### src/rtl/tdm_demux_4bit_pkg.sv
// Shared definitions for the 4-bit TDM demultiplexer.
//   state_e : frame-alignment state encodings
//   SEL_A / SEL_B : channel codes reported on Sel
package tdm_demux_4bit_pkg;

  typedef enum logic [1:0] {
    HUNT  = 2'b00,
    EXP_A = 2'b01,
    EXP_B = 2'b10
  } state_e;

  localparam logic SEL_A = 1'b0;
  localparam logic SEL_B = 1'b1;

endpackage

### src/rtl/demux_slot.sv
// One-entry valid/ready output register.
//   Clk, Rst_n : clock, async active-low reset
//   load_i     : capture data_i this edge (sets valid)
//   data_i     : word to capture
//   ready_i    : downstream accepts data_o
//   data_o     : buffered word (stable while valid_o=1 and ready_i=0)
//   valid_o    : buffered word not yet delivered
module demux_slot #(
  parameter int W = 4
) (
  input  logic         Clk,
  input  logic         Rst_n,
  input  logic         load_i,
  input  logic [W-1:0] data_i,
  input  logic         ready_i,
  output logic [W-1:0] data_o,
  output logic         valid_o
);

  logic [W-1:0] data_q;
  logic         valid_q;

  // A load wins over a drain, so a simultaneous load and drain keeps valid
  // high and replaces the data.
  always_ff @(posedge Clk or negedge Rst_n) begin
    if (!Rst_n) begin
      data_q  <= '0;
      valid_q <= 1'b0;
    end else if (load_i) begin
      data_q  <= data_i;
      valid_q <= 1'b1;
    end else if (valid_q && ready_i) begin
      valid_q <= 1'b0;
    end
  end

  assign data_o  = data_q;
  assign valid_o = valid_q;

endmodule

### src/rtl/tdm_demux_4bit.sv
// Receive-side 2:1 TDM demultiplexer. Frame-flagged words go to channel A,
// the following unflagged word to channel B. A three-state machine tracks
// alignment, drops misaligned words and counts framing errors.
//
//   state | meaning
//   HUNT  | unaligned, waiting for a Frame word
//   EXP_B | last routed word was A, expecting the B word
//   EXP_A | last routed word was B, expecting the next Frame word
//
// Ports: Clk/Rst_n clock and async active-low reset; Din/Din_valid/Frame
// input stream with Din_ready back-pressure; A_out/A_valid/A_ready and
// B_out/B_valid/B_ready per-channel outputs; Locked (not HUNT), Sel (channel
// of last routed word), Err_cnt (saturating framing-error count).
module tdm_demux_4bit
  import tdm_demux_4bit_pkg::*;
#(
  parameter int W     = 4,
  parameter int ERR_W = 8
) (
  input  logic             Clk,
  input  logic             Rst_n,
  input  logic [W-1:0]     Din,
  input  logic             Din_valid,
  input  logic             Frame,
  output logic             Din_ready,
  output logic [W-1:0]     A_out,
  output logic             A_valid,
  input  logic             A_ready,
  output logic [W-1:0]     B_out,
  output logic             B_valid,
  input  logic             B_ready,
  output logic             Locked,
  output logic             Sel,
  output logic [ERR_W-1:0] Err_cnt
);

  state_e           state_q, state_d;
  logic             locked_q;
  logic             sel_q;
  logic [ERR_W-1:0] err_cnt_q;

  logic accept;
  logic load_a, load_b, frm_err;

  // Both slots must be able to take a word, so the decision never depends on
  // which channel the incoming word belongs to.
  assign Din_ready = (!A_valid || A_ready) && (!B_valid || B_ready);
  assign accept    = Din_valid && Din_ready;

  always_comb begin
    state_d = state_q;
    load_a  = 1'b0;
    load_b  = 1'b0;
    frm_err = 1'b0;
    if (accept) begin
      unique case (state_q)
        HUNT: begin
          if (Frame) begin
            load_a  = 1'b1;
            state_d = EXP_B;
          end
        end
        EXP_B: begin
          if (Frame) begin
            // Early frame marker: resync on it instead of losing the word.
            load_a  = 1'b1;
            frm_err = 1'b1;
          end else begin
            load_b  = 1'b1;
            state_d = EXP_A;
          end
        end
        EXP_A: begin
          if (Frame) begin
            load_a  = 1'b1;
            state_d = EXP_B;
          end else begin
            frm_err = 1'b1;
            state_d = HUNT;
          end
        end
        default: state_d = HUNT;
      endcase
    end
  end

  always_ff @(posedge Clk or negedge Rst_n) begin
    if (!Rst_n) begin
      state_q   <= HUNT;
      locked_q  <= 1'b0;
      sel_q     <= SEL_A;
      err_cnt_q <= '0;
    end else begin
      state_q  <= state_d;
      locked_q <= (state_d != HUNT);
      if (load_a) begin
        sel_q <= SEL_A;
      end else if (load_b) begin
        sel_q <= SEL_B;
      end
      if (frm_err && (err_cnt_q != '1)) begin
        err_cnt_q <= err_cnt_q + ERR_W'(1);
      end
    end
  end

  assign Locked  = locked_q;
  assign Sel     = sel_q;
  assign Err_cnt = err_cnt_q;

  demux_slot #(.W(W)) u_slot_a (
    .Clk     (Clk),
    .Rst_n   (Rst_n),
    .load_i  (load_a),
    .data_i  (Din),
    .ready_i (A_ready),
    .data_o  (A_out),
    .valid_o (A_valid)
  );

  demux_slot #(.W(W)) u_slot_b (
    .Clk     (Clk),
    .Rst_n   (Rst_n),
    .load_i  (load_b),
    .data_i  (Din),
    .ready_i (B_ready),
    .data_o  (B_out),
    .valid_o (B_valid)
  );

endmodule

### config.mk
export PLATFORM = sky130hd
export DESIGN_NAME = tdm_demux_4bit
export DESIGN_NICKNAME = d
export VERILOG_FILES = /design/src/rtl/tdm_demux_4bit_pkg.sv /design/src/rtl/demux_slot.sv /design/src/rtl/tdm_demux_4bit.sv
export SDC_FILE = /design/constraint.sdc
export NUM_CORES = 1
export LEC_CHECK = 0
export BUFFER_PORTS_ARGS = -buffer_cell sky130_fd_sc_hd__buf_4
export CORE_MARGIN = 5
export CORE_UTILIZATION = 46
export CTS_BUF_LIST = sky130_fd_sc_hd__clkbuf_8
export DETAILED_ROUTE_END_ITERATION = 7
export PLACE_DENSITY = 0.71
export RECOVER_POWER = 25
export SYNTH_ARGS = -nofsm -noshare
export SYNTH_HDL_FRONTEND = slang
export SYNTH_HIERARCHICAL = 1
export SYNTH_SLANG_ARGS = --single-unit
### constraint.sdc
create_clock -name Clk -period 2.5 [get_ports Clk]
set_input_delay 0.25 -clock Clk [delete_from_list [all_inputs] [get_ports Clk]]
set_output_delay 0.25 -clock Clk [all_outputs]
set_load 0.005 [all_outputs]
==> flow_summary.toml, run 1 <==
[sta]
min_period_ns = 1.69
finalHoldViolations = 0
setup_viol_count_final = 0
relSlewSlack_pct = 22.3
post-route-period-util_pct = 67.6
rsz0062_at_grt = "false"
worst_slew_pin_slew_ns = 1.17
fin_skew_ns = 0.00275
fmax_mhz = 591
fin_setup_tns_ns = 0
slew_viol_final = 0

[placed_design]
io_buffers = 30
gp_congestion = 0.776
place_area_um2 = 1260
dp_hpwl_um = 1400

[detailed_routing]
dr.pass1.iters = 2
vias = 694
drcViolationCount = 0
wire_per_inst_um = 13.3
antenna_left = 0
wl_um = 1860
via_per_inst = 4.96
drt_iter0_markers = 6

[power]
powerDensity_nw_per_um2 = 841
leakage_nw = 0.647
power_mw = 1.10
ir_drop_mv = 0.608

[die]
io_pins = 31
die_x_um = 56.3
die_y_um = 56.3
coreArea_um2 = 2000
fp-row-count = 16
start_util_pct = 49.3
die_area_um2 = 3170

[layout]
drive_above_1_share_pct = 42.5
post-route-util_pct = 65.4
nets = 126
nFillCells = 172
antenna_cells = 0
design_area_um2 = 1310
syn_to_final_growth_pct = 32.6

[worst_setup_path]
startpoint = "u_slot_b/valid_o"
crit_type = "reg -> reg"
required_ns = 2.64
r2r_end = "u_slot_b/data_o[1]"
cp-end-kind = "flop"
cp.arrival_ns = 1.83
r2r_cells = 5
r2r_start = "u_slot_b/valid_o"
rrSetupSlack_ns = 0.81
crit_fanout = 7
critPathLaunchType = "flop"

[yosys]
synth.yosys.seq_area_share_pct = 55.8
synth_edf_count = 0
ys_types = 25
ys_ff_latch = 22
avgSynthCellArea_um2 = 12.8
synthFlopType = "dfrtp_1"
syn-num-nets = 88
netlist_area_um2 = 987
synth.area.top_cells = "dfrtp_1 (56%), mux2_2 (9.1%), xor2_1 (4.4%)"
ys_top_cells_by_count = "dfrtp_1 (22), mux2_2 (8), inv_1 (5), xor2_1 (5)"
synth.yosys.warnings = 6
syn_inst = 77
synth_top_area_share_pct = 55.8
synth_most_common_cell = "dfrtp_1"
async_flop_share_pct = 100
synth_top_area_cell = "dfrtp_1"

[global_route]
grtUsageMet3_pct = 2.98
grtUsageMet1_pct = 17.9
grt_pass1_wl_um = 3250
grt_pass1_vias = 703
top_usage_layer = "met2"
overflow = 0
track_usage_pct = 13.0
use_met2_pct = 19.9
antenna_found_initial = 0
grt_max_degree = 23

[hold_path]
hold_depth = 2
hp-class = "in -> reg"
min_from = "Din[3]"
worst_hold_path.endpoint = "u_slot_b/data_o[3]"

[clock_tree]
cts.sinks = 22
cts_tree = "yes"
post_cts_resized = 0
postCtsHoldBufs = 1
cts.path.max_buffers = 2
path_clk_slew_ns = 0.08
htree_levels = 1
numCtsBuffers = 3
cts_root_buf = "clkbuf_8"
clk_latency_ns = 0.25
cts_setup_buffers = 0

[run]
cap_violations = 0

[outcome]
status = "finished, final reports clean"
-- logic make-up after synthesis --
family,Yosys count,synth area share (%)
simple gates,24,15.6
flops,22,55.8
compound gates,10,9.63
mux,10,11.4
xor+xnor,5,4.44
buf+inv,5,1.90
fa+ha+maj,1,1.27
-- flip-flops by register name, summed over array words and instances (netlist names) --
| register | count |
|---|---|
| Locked | 1 |
| u_slot_b/valid_o | 1 |
| Err_cnt | 8 |
| u_slot_a/valid_o | 1 |
| state_q | 2 |
| u_slot_a/data_o | 4 |
| u_slot_b/data_o | 4 |
| Sel | 1 |
-- stage by stage --
stage / setup slack, ns / instances / hold WS, ns
2_1_floorplan: 0.568 / 77 / -0.0456
3_3_place_gp: 0.878 / 136 / 0.151
3_5_place_dp: 0.837 / 136 / 0.154
4_1_cts: 0.814 / 140 / 0.227
5_1_grt: 0.730 / 140 / 0.231
6_report: 0.809 / 140 / 0.233
-- worst max-delay path, cell delays in order (launching register included) --
cell and delay (ns):
dfrtp_1 0.40, or2b_1 0.26, nand3_1 0.18, nor4_1 0.20, buf_4 0.21, mux2_2 0.34
-- layer usage --
layer  wire length (um)  share of wire, %
met1                893                48
met2                854                46
met3                 98               5.3
met4                  7              0.38
met5                  0                 0
-- worst max path at each step --
stage,end,cells past startpoint
floorplan,u_slot_b/data_o[0],4
global placement,u_slot_b/data_o[0],5
detailed placement,u_slot_b/data_o[1],5
CTS,u_slot_b/data_o[1],5
global route,u_slot_b/data_o[0],5
finish,u_slot_b/data_o[1],5
-- cells in the final DEF (no fill, tap or decap), drive strengths merged --
cell type and instances:
a21o 4, a21oi 2, a22oi 1, and2 1, and3b 1, buf 31
clkbuf 4, dfrtp 22, dlygate4sd3 1, ha 1, inv 5, mux2 10
nand2 2, nand2b 1, nand3 4, nand4 2, nor2 4, nor3 2
nor3b 1, nor4 3, nor4b 1, o2111ai 1, o21bai 1, o32a 1
or2b 2, xor2 5
-- final cells by class --
class | count | area (um2) | share of cell area (%)
clock buffers | 3 | 41.3 | 3.15
well taps | 27 | 33.8 | 2.58
flip-flops and latches | 22 | 551 | 42.1
repair buffers | 33 | 246 | 18.8
inverters | 5 | 18.8 | 1.43
multi-input cells | 50 | 418 | 31.9
-- power by group --
group / switching, mW / internal, mW
registers: 0.0819 / 0.456
logic: 0.129 / 0.220
clock network: 0.106 / 0.107
Power figures use the tool's default switching activity.
==> run 2: changes to the inputs <==
Settings changed: ABC_AREA from default to 1, PLACE_DENSITY 0.71 to 0.7.
Clock period 2.5 ns to 1.6 ns, I/O delays scaled along.
==> run 2 against run 1 <==
  * Register-to-register slack got worse by 0.59 ns
  * Die area grew 8.0%
  * Clock power grew 84%
  * Combinational power up 62%
  * Sequential power grew 58%
  * Cell count rose by 42%
  * Via count grew 32%
  * Clock skew about the same
  * Count of clock-buffer cells in the layout is 1 higher
  * Critical path type unchanged
  * Power grew 64%
==> flow_summary.toml, run 2 <==
[yosys]
synth_top_area_cell = "dfrtp_1"
synth_simple_gate_area_share_pct = 37.8
netlist_area_um2 = 1080
synth.yosys.warnings = 6
synth_most_common_cell = "nand2_1"
synth_top_family_by_area = "simple AND/OR/NAND/NOR gates"
ys_ff_latch = 22
synth.area.top_cells = "dfrtp_1 (51%), nand2_1 (22%), nand3_1 (5.5%)"
synth.yosys.seq_area_share_pct = 50.8
async_flop_share_pct = 100
syn_inst = 136
synth_mux_area_share_pct = 0
ys_types = 17
synth-xor-area-share_pct = 2.42
ys_top_cells_by_count = "nand2_1 (64), dfrtp_1 (22), inv_1 (14)"
synth-adder-area-share_pct = 1.15
synth_edf_count = 0
synthFlopType = "dfrtp_1"
synth_top_area_share_pct = 50.8
synth_compound_area_share_pct = 2.31
avgSynthCellArea_um2 = 7.97
syn-num-nets = 147

[layout]
design_area_um2 = 1410
syn_to_final_growth_pct = 29.8
antenna_cells = 0
largest_reg_flops = 8
nFillCells = 205
final_cell_mix = "nand2_1 (64), buf_4 (29), dfrtp_1 (22)"
nets = 183
drive_above_1_share_pct = 24.6
post-route-util_pct = 63.0
final_common_cell = "nand2_1"

[detailed_routing]
wl_um = 2180
antenna_left = 0
wire_per_inst_um = 10.9
drcViolationCount = 0
drt_iter0_markers = 17
vias = 919
via_per_inst = 4.62
dr.pass1.iters = 4

[sta]
relSlewSlack_pct = 63.5
worst_slew_pin_slew_ns = 0.548
hold-worst-slack_ns = 0.107
post-route-period-util_pct = 86.2
fmax_mhz = 725
setup_viol_count_final = 0
slew_viol_final = 0
rsz0062_at_grt = "false"
fin_setup_tns_ns = 0
finalHoldViolations = 0
fin_skew_ns = 0.00256
min_period_ns = 1.38

[placed_design]
io_buffers = 30
place_area_um2 = 1340
gp_congestion = 0.762
dp_hpwl_um = 1700

[clock_tree]
cts_tree = "yes"
numCtsBuffers = 3
postCtsHoldBufs = 1
cts_setup_buffers = 0
cts_root_buf = "clkbuf_8"
cts.sinks = 22
cts.path.max_buffers = 2
clk_latency_ns = 0.26
post_cts_resized = 0
path_clk_slew_ns = 0.08
htree_levels = 1

[worst_setup_path]
cp.arrival_ns = 1.58
cp-end-kind = "flop"
critPathLaunchType = "flop"
crit_type = "reg -> reg"
crit_fanout = 9
required_ns = 1.80

[die]
io_pins = 31
die_y_um = 58.5
die_x_um = 58.5
die_area_um2 = 3430
coreArea_um2 = 2230
fp-row-count = 17
start_util_pct = 48.5

[global_route]
antenna_found_initial = 0
grt_pass1_vias = 902
grt_pass1_wl_um = 4010
track_usage_pct = 15.2
overflow = 0
grt_max_degree = 23

[power]
leakage_nw = 0.801
power_mw = 1.80
powerDensity_nw_per_um2 = 1280
ir_drop_mv = 0.667

[run]
cap_violations = 0

[outcome]
status = "finished, final reports clean"

[hold_path]
hp-class = "in -> reg"
## run 2: worst max-delay path, cell delays in order (launching register included)
cell	delay, ns
dfrtp_1	0.43
ha_1	0.23
nand2_1	0.07
inv_1	0.12
nand4_4	0.19
nand2_4	0.16
nand2_1	0.06
nand2_1	0.07
## run 2: cell type report
type	count	area [um2]	area share (%)
tap	28	35.0	2.49
timing repair buffer	31	233	16.5
multi-input combinational	98	473	33.6
sequential	22	551	39.1
inverter	16	60.1	4.27
clock buffer	4	55.1	3.91
## run 2: layer usage
metal  GRT usage [%]  share of wire (%)
met5               0                  0
met4            3.97               0.64
met3            3.73                5.7
met2            24.7                 47
met1            20.2                 47
## run 2: cells by family after synthesis
| logic type | count (synthesis) |
|---|---|
| compound gates | 5 |
| xor+xnor | 3 |
| fa+ha+maj | 1 |
| buf+inv | 16 |
| flops | 22 |
| simple gates | 89 |
## run 2: through the flow
stage | worst slack [ns] | cells
finish | 0.221 | 199
detailed placement | 0.218 | 194
global placement | 0.228 | 194
floorplan | 0.355 | 136
CTS | 0.203 | 199
global route | 0.0418 | 199
## run 2: where the power goes
| group | total, mW | leakage, nW | internal, mW | switching [mW] |
|---|---|---|---|---|
| Sequential | 0.848 | 0.283 | 0.711 | 0.137 |
| Clock | 0.391 | 0.0288 | 0.219 | 0.172 |
| Combinational | 0.565 | 0.489 | 0.303 | 0.262 |
| Total | 1.80 | 0.801 | 1.23 | 0.571 |
## run 2: path summary, 6_finish.rpt
kind | startpoint | endpoint | slack, ns | depth (start not counted)
min | Din[2] | u_slot_a/data_o[2] | 0.11 | 3
max in group asynchronous | Rst_n | u_slot_a/data_o[0] | 0.82 | 2
min reg2reg | u_slot_a/data_o[0] | u_slot_a/data_o[0] | 0.48 | 2
max reg2reg | Err_cnt[0] | Err_cnt[7] | 0.22 | 7
max | Err_cnt[0] | Err_cnt[7] | 0.22 | 7
min in group asynchronous | Rst_n | u_slot_b/valid_o | 0.41 | 2
==> run 3: changes to the inputs <==
--- a/config.mk
+++ b/config.mk
@@ -15,2 +15,3 @@
 export RECOVER_POWER = 25
+export SLEW_MARGIN = 10
 export SYNTH_ARGS = -nofsm -noshare
==> constraint.sdc (replaced) <==
create_clock -name Clk -period 1.6 [get_ports Clk]
set_input_delay 0.08 -clock Clk [delete_from_list [all_inputs] [get_ports Clk]]
set_output_delay 0.08 -clock Clk [all_outputs]
set_load 0.005 [all_outputs]
==> run 3 against run 2 <==
  * Clock power barely moved
  * Largest power group unchanged
  * Critical path type unchanged
  * Sequential share of layout area barely moved
  * Design area barely moved
  * Register-to-register slack barely moved
  * Die area did not move
==> flow_summary.toml, run 3 (synthesized netlist as in run 2, its figures left out) <==
[hold_path]
hp-class = "in -> reg"
hold_depth = 3
min_from = "Din[2]"

[worst_setup_path]
path_depth = 6
crit_fanout = 7
r2r_cells = 6
critPathLaunchType = "flop"
r2r_start = "u_slot_b/valid_o"
crit_chain = "nand2_1 > nand3_4 > nor2_1 > inv_2 > nand2_1 > nand2_1"
crit_top_cell = "nand2_1"
cp_num_buf_inv = 1
required_ns = 1.75
cp.arrival_ns = 1.53
crit_type = "reg -> reg"
critPathTopFamily = "simple AND/OR/NAND/NOR gates"
max_stage_delay_ns = 0.40
startpoint = "u_slot_b/valid_o"
crit_slowest_cell = "dfrtp_1"
cp-end-kind = "flop"

[power]
leakage_nw = 0.798
ir_drop_mv = 0.666
powerDensity_nw_per_um2 = 1280

[die]
start_util_pct = 48.5
fp-row-count = 17
io_pins = 31
coreArea_um2 = 2230
die_area_um2 = 3430
die_y_um = 58.5
die_x_um = 58.5

[run]
cap_violations = 0

[sta]
fin_skew_ns = 0.00266
hold-worst-slack_ns = 0.0266
relSlewSlack_pct = 21.9
fmax_mhz = 725
min_period_ns = 1.38
post-route-period-util_pct = 86.2
rsz0062_at_grt = "false"
slew_viol_final = 0
finalHoldViolations = 0
setup_viol_count_final = 0
fin_setup_tns_ns = 0
worst_slew_pin_slew_ns = 1.17

[layout]
syn_to_final_growth_pct = 29.7
drive_above_1_share_pct = 24.0
largest_reg_flops = 8
antenna_cells = 0
final_common_cell = "nand2_1"
nets = 183
final_cell_mix = "nand2_1 (64), buf_4 (29), dfrtp_1 (22)"
nFillCells = 205

[clock_tree]
htree_levels = 1
cts.sinks = 22
cts.path.max_buffers = 2
cts_tree = "yes"
path_clk_slew_ns = 0.08
clk_latency_ns = 0.26
cts_root_buf = "clkbuf_8"
numCtsBuffers = 3

[global_route]
antenna_found_initial = 0
grt_pass1_wl_um = 4010
grt_pass1_vias = 902
overflow = 0
track_usage_pct = 15.2
grt_max_degree = 23

[placed_design]
gp_congestion = 0.762
dp_hpwl_um = 1700
io_buffers = 30

[detailed_routing]
wl_um = 2170
drcViolationCount = 0
drt_iter0_markers = 15
via_per_inst = 4.61
wire_per_inst_um = 10.9
antenna_left = 0
vias = 918
dr.pass1.iters = 4

[outcome]
status = "finished, final reports clean"
[run 3: changes by cell type in the layout (fill, tap and decap cells not counted)]
cell	change
clkbuf_1	+1
clkbuf_2	-1
[run 3: cell type report]
cell class / instances / area, um2 / share of cell area [%]
Timing Repair Buffer: 31 / 231 / 16.5
Clock buffer: 4 / 55.1 / 3.92
Multi-Input combinational cell: 98 / 473 / 33.7
Inverter: 16 / 60.1 / 4.27
Tap cell: 28 / 35.0 / 2.49
Sequential cell: 22 / 551 / 39.2
[run 3: per-stage QoR]
| step | power [mW] | cell area [um2] | cells | setup WS, ns | utilization [%] |
|---|---|---|---|---|---|
| final | 1.80 | 1410 | 199 | 0.221 | 62.9 |
| after global routing | 1.96 | 1410 | 199 | 0.0418 | 62.9 |
| after detailed placement | 1.44 | 1340 | 194 | 0.218 | 60.2 |
| after global placement | 1.42 | 1340 | 194 | 0.228 | 60.2 |
| after floorplan | 1.10 | 1080 | 136 | 0.355 | - |
| after CTS | 1.84 | 1410 | 199 | 0.203 | 63.1 |
[run 3: worst paths after layout]
check | slack, ns | endpoint
worst max-delay path | 0.22 | u_slot_b/data_o[0]
worst min-delay path | 0.03 | u_slot_a/data_o[2]
worst max register to register | 0.22 | u_slot_b/data_o[0]
worst min register to register | 0.48 | u_slot_a/data_o[0]
max in group asynchronous | 0.33 | u_slot_a/data_o[0]
min in group asynchronous | 0.58 | Err_cnt[3]
[run 3: metal layers]
layer	track usage [%]	up-vias	share of wire [%]	routed length (um)
met5	0	-	0	0
met1	20.2	401	46	1010
met2	24.7	22	47	1020
met3	3.73	3	5.7	124
li1	-	492	-	-
met4	3.97	0	0.65	14
[run 3: repair_timing]
item | CTS | global route
buffers inserted | 0 | 0
gates resized for setup | 0 | 0
hold buffers | 1 | 0
endpoints found under the hold margin | 22 | 0
[run 3: tightest hold or removal path: cells and delay by family]
kind | cells | cell delay (ns)
buffers and inverters | 1 | 0.08
and+or+nand+nor | 2 | 0.09
[run 3: where the power goes]
| group | switching (mW) | internal (mW) |
|---|---|---|
| registers | 0.137 | 0.710 |
| logic | 0.262 | 0.303 |
| clock network | 0.171 | 0.219 |
| total | 0.571 | 1.23 |
